`src/rtl/logic_reduce_unit.sv`:
```
// Registered WIDTH-bit bitwise logic unit with valid/ready handshake and multi-beat accumulation.
// Optional beat counter output out_beats is enabled by defining LOGIC_REDUCE_COUNT_EN.
module logic_reduce_unit #(
  parameter int unsigned WIDTH = 8
) (
  input  logic             clk,
  input  logic             rst_n,
  input  logic             in_valid,
  output logic             in_ready,
  input  logic [WIDTH-1:0] in0,
  input  logic [WIDTH-1:0] in1,
  input  logic [2:0]       op,
  input  logic             acc_mode,
  input  logic             in_last,
  output logic             out_valid,
  input  logic             out_ready,
  output logic [WIDTH-1:0] out,
  output logic             out_zero
`ifdef LOGIC_REDUCE_COUNT_EN
  ,
  output logic [7:0]       out_beats
`endif
);

  typedef enum logic {
    IDLE = 1'b0,
    ACC  = 1'b1
  } state_t;

  state_t           state_q, state_d;
  logic [2:0]       op_q, op_d;
  logic [WIDTH-1:0] acc_q, acc_d;
  logic [WIDTH-1:0] out_q, out_d;
  logic             out_valid_q, out_valid_d;
  logic             accept;
  logic [2:0]       op_sel;
  logic [WIDTH-1:0] operand_a;
  logic [WIDTH-1:0] result;

`ifdef LOGIC_REDUCE_COUNT_EN
  logic [7:0] cnt_q, cnt_d;
  logic [7:0] beats_q, beats_d;
  logic [7:0] cnt_inc;
`endif

  function automatic logic [WIDTH-1:0] apply_op(
    input logic [2:0]       f,
    input logic [WIDTH-1:0] a,
    input logic [WIDTH-1:0] b
  );
    logic [WIDTH-1:0] r;
    case (f)
      3'd0:    r = ~(a & b);
      3'd1:    r = ~(a | b);
      3'd2:    r = a & b;
      3'd3:    r = a | b;
      3'd4:    r = a ^ b;
      3'd5:    r = ~(a ^ b);
      3'd6:    r = ~a;
      default: r = a;
    endcase
    return r;
  endfunction

  assign in_ready  = !out_valid_q || out_ready;
  assign accept    = in_valid && in_ready;
  assign out       = out_q;
  assign out_valid = out_valid_q;
  assign out_zero  = (out_q == '0);

  // In ACC the running value replaces operand A and the latched op replaces op.
  assign op_sel    = (state_q == IDLE) ? op : op_q;
  assign operand_a = (state_q == IDLE) ? in0 : acc_q;
  assign result    = apply_op(op_sel, operand_a, in1);

`ifdef LOGIC_REDUCE_COUNT_EN
  assign cnt_inc   = (cnt_q == 8'hFF) ? cnt_q : cnt_q + 8'd1;
  assign out_beats = beats_q;
`endif

  always_comb begin
    state_d     = state_q;
    op_d        = op_q;
    acc_d       = acc_q;
    out_d       = out_q;
    out_valid_d = out_valid_q && !out_ready;
`ifdef LOGIC_REDUCE_COUNT_EN
    cnt_d       = cnt_q;
    beats_d     = beats_q;
`endif
    if (accept) begin
      case (state_q)
        IDLE: begin
          op_d = op;
`ifdef LOGIC_REDUCE_COUNT_EN
          cnt_d = 8'd1;
`endif
          if (in_last || !acc_mode) begin
            out_d       = result;
            out_valid_d = 1'b1;
`ifdef LOGIC_REDUCE_COUNT_EN
            beats_d     = 8'd1;
`endif
          end else begin
            acc_d   = result;
            state_d = ACC;
          end
        end
        ACC: begin
`ifdef LOGIC_REDUCE_COUNT_EN
          cnt_d = cnt_inc;
`endif
          if (in_last) begin
            out_d       = result;
            out_valid_d = 1'b1;
            state_d     = IDLE;
`ifdef LOGIC_REDUCE_COUNT_EN
            beats_d     = cnt_inc;
`endif
          end else begin
            acc_d = result;
          end
        end
        default: state_d = IDLE;
      endcase
    end
  end

  always_ff @(posedge clk or negedge rst_n) begin
    if (!rst_n) begin
      state_q     <= IDLE;
      op_q        <= '0;
      acc_q       <= '0;
      out_q       <= '0;
      out_valid_q <= 1'b0;
`ifdef LOGIC_REDUCE_COUNT_EN
      cnt_q       <= '0;
      beats_q     <= '0;
`endif
    end else begin
      state_q     <= state_d;
      op_q        <= op_d;
      acc_q       <= acc_d;
      out_q       <= out_d;
      out_valid_q <= out_valid_d;
`ifdef LOGIC_REDUCE_COUNT_EN
      cnt_q       <= cnt_d;
      beats_q     <= beats_d;
`endif
    end
  end

endmodule
```
`config.mk`:
```
export PLATFORM = sky130hd
export DESIGN_NAME = logic_reduce_unit
export DESIGN_NICKNAME = d
export VERILOG_FILES = /design/src/rtl/logic_reduce_unit.sv
export SDC_FILE = /design/constraint.sdc
export NUM_CORES = 1
export LEC_CHECK = 0
export BUFFER_PORTS_ARGS = -buffer_cell sky130_fd_sc_hd__buf_4
export CORE_UTILIZATION = 60
export DETAILED_ROUTE_END_ITERATION = 8
export PLACE_DENSITY = 0.95
export SYNTH_ARGS = -nofsm -noshare
export SYNTH_HDL_FRONTEND = slang
export SYNTH_SLANG_ARGS = --single-unit
```
`constraint.sdc`:
```
create_clock -name clk -period 3.7 [get_ports clk]
set_input_delay 0 -clock clk [delete_from_list [all_inputs] [get_ports clk]]
set_output_delay 0 -clock clk [all_outputs]
set_load 0.02 [all_outputs]
```
==> results.py <==
metrics = {
    "power_and_ir_drop": {
        "p_per_area_nw_per_um2": 510.9,
        "ir_drop_uv": 206.6,
        "power_leakage_uw": 0.001070,
        "total_power_uw": 1088,
    },
    "min_path": {
        "hold_end": "out_valid$_DFF_PN0_",
        "min_path_cells": 3,
        "min_from": "out_ready",
        "worst_hold_path_type": "input port to register",
    },
    "logic_synthesis": {
        "yosysMostFrequentCell": "inv_1",
        "synth_top_area_cell": "dfrtp_1",
        "netlist_area_um2": 1838,
        "synth-edff-count": 0,
        "synthArstFlopShare": 1.000,
        "ys_top_cells_by_count": "24 x inv_1, 23 x nand2_1, 21 x dfrtp_1, 19 x nor2_1",
        "synth_cell_types": 41,
        "avgSynthCellArea_um2": 8.589,
        "synth-seq-area-share": 0.2859,
        "synthesis.nets": 255,
        "synthCells": 214,
        "synth_seq_cells": 21,
        "yosysTopAreaCellShare": 0.2859,
        "synth.area.top_cells": "dfrtp_1 29%, ha_1 11%, mux2i_1 8.7%",
        "synth_ff_type": "dfrtp_1",
        "ys_warn_count": 0,
    },
    "clocking": {
        "clk_pin_slew_ps": 120,
        "clk_latency_ps": 300,
        "cts_tree": "done",
        "cts_resized": 0,
        "root_buffer": "clkbuf_4",
        "cts.sinks": 21,
        "clock_path_buffers": 2,
        "htreeDepth": 1,
        "hold_buffers": 1,
        "cts_setup_buffers": 0,
        "cts_buffers": 3,
    },
    "cells_and_area": {
        "fin_nets": 288,
        "fill_cells": 214,
        "drive_gt1_frac": 0.2033,
        "antenna_cells": 0,
        "register_area_um2": 525.5,
        "syn_to_final_growth_pct": 15.86,
        "multi_input_area_um2": 1161,
    },
    "floorplan": {
        "die_area_um2": 3288,
        "pin_count": 36,
        "fp-row-count": 19,
        "dieWidth_um": 57.35,
        "die_h_um": 57.35,
        "initial_core_util": 0.6497,
        "core_um2": 2829,
    },
    "worst_setup_path": {
        "cpPeakStageDelay_ps": 800,
        "critPathLaunchType": "register",
        "cp_max_fo": 16,
        "required_ps": 3870,
        "cp-end-kind": "register",
        "reg2reg_depth": 5,
        "reg2reg_to": "acc_q[6]$_DFFE_PN0P_",
        "critical_path_class": "register to register",
        "cp_cell_sequence": "mux2i_2 -> nor2_1 -> a32o_1 -> a211oi_1 -> o21ai_0",
        "worst_ep_arrival_time_ps": 2810,
        "crit_slowest_cell": "mux2i_2",
        "r2r_start": "state_q$_DFFE_PN0P_",
        "reg2reg_slack_ps": 1060,
    },
    "global_routing": {
        "grt_pass1_vias": 1483,
        "antenna_found_initial": 0,
        "grt_max_degree": 22,
        "overflow": 0,
        "grt_pass1_wl_mm": 6.741,
        "grt_usage": 0.2631,
    },
    "sta": {
        "relSlewSlack": 0.4140,
        "max_freq_ghz": 0.3788,
        "setup_tns_ps": 0,
        "layout_setup_ws_ps": 1060,
        "finalCriticalPeriod_ps": 2640,
        "rsz0062_at_grt": "no",
        "tightest_slew_ps": 861.9,
        "min_period_over_period": 0.7135,
        "whs_ps": 22.73,
        "slew_violations": 0,
        "hold_viol_final": 0,
        "skew_ps": 2.935,
        "setup_viol": 0,
    },
    "route": {
        "ant_nets": 0,
        "first_pass_iters": 7,
        "vias": 1622,
        "wl_per_cell_um": 14.36,
        "post-route-drc-count": 6,
        "routed_via_density": 5.856,
        "drt_wl_total_mm": 3.977,
        "first_iter_violations": 95,
    },
    "outcome": {
        "outcome": "finished, violations left",
        "violations": "DRC",
    },
    "placed_design": {
        "place_ws_ps": 1129,
        "dp_hpwl_mm": 3.138,
        "io_buffers": 35,
        "gp_congestion": 0.8586,
    },
    "run": {
        "drv_cap": 0,
    },
}
[power breakdown]
group | internal [uW] | switching (uW) | total, uW
Combinational | 270 | 307 | 577
Clock | 42.0 | 69.3 | 111
Sequential | 316 | 84.2 | 400
[critical path: cells and delay by family, from the launching register on]
family | cells | cell delay (ps)
AO/OA/AOI/OAI | 3 | 820
multiplexers | 1 | 800
flip-flops | 1 | 690
AND/OR/NAND/NOR | 1 | 200
[registers in the layout, summed over array words and instances (netlist names)]
register	count
acc_q	8
out	8
op_q	3
out_valid	1
state_q	1
[routing by layer]
layer,up-vias,share of wire,GRT usage
li1,809,-,-
met1,738,0.47,0.3819
met2,71,0.46,0.4252
met3,4,0.062,0.02268
met4,0,0.0098,0.06620
met5,-,0,0
[cell families after synthesis]
group,count (synthesis),synth area share
and+or+nand+nor,68,0.1715
AOI/OAI and AO/OA,43,0.1675
buffers and inverters,34,0.08237
muxes,24,0.1457
DFF,21,0.2859
adders and majority gates,16,0.1089
xor gates and xnor gates,8,0.03812
[placed cells by master, fill, tap and decap left out, types with 2 or more instances in the layout]
cell / synthesis / routed
and2_1: 4 / 4
ha_1: 16 / 16
mux2_2: 5 / 5
nand2_1: 23 / 23
or4_1: 2 / 2
mux2i_1: 16 / 16
a22o_1: 2 / 2
nor3_1: 5 / 5
nor2_1: 19 / 19
inv_1: 24 / 24
nand3_1: 4 / 4
nor2b_1: 2 / 2
o2bb2ai_1: 2 / 2
xnor2_1: 8 / 8
and3_1: 2 / 2
a211oi_1: 5 / 5
o22ai_1: 2 / 2
a32o_1: 2 / 2
dfrtp_1: 21 / 21
nand2b_1: 3 / 3
a221o_1: 6 / 6
buf_4: 0 / 37
a21oi_1: 6 / 6
clkbuf_4: 0 / 3
o21ai_0: 10 / 10
[cell type report]
type                            instances  share of cell area
Clock buffer                            4             0.01234
Tap cell                               31             0.01821
Sequential cell                        21              0.2468
Timing Repair Buffer                   38              0.1351
Multi-Input combinational cell        159              0.5452
Inverter                               24             0.04230
[worst max path at each step]
stage                     slack (ps)                 from                   end  depth (start not counted)
after floorplan                 1260  state_q$_DFFE_PN0P_  acc_q[3]$_DFFE_PN0P_                         10
after global placement          1330  state_q$_DFFE_PN0P_    out[3]$_DFFE_PN0P_                          7
after detailed placement        1130  state_q$_DFFE_PN0P_  acc_q[6]$_DFFE_PN0P_                          5
after CTS                       1120  state_q$_DFFE_PN0P_  acc_q[6]$_DFFE_PN0P_                          5
after global routing             930  state_q$_DFFE_PN0P_  acc_q[6]$_DFFE_PN0P_                          5
final                           1060  state_q$_DFFE_PN0P_  acc_q[6]$_DFFE_PN0P_                          5
[metrics by stage]
stage          cells  cell area (um^2)    util
4_1_cts          277              2130  0.7528
5_1_grt          277              2130  0.7528
2_1_floorplan    214              1838       -
3_3_place_gp     272              2093  0.7399
6_report         277              2130  0.7528
3_5_place_dp     272              2093  0.7399
Note: power is estimated with default switching activity, not from simulation.
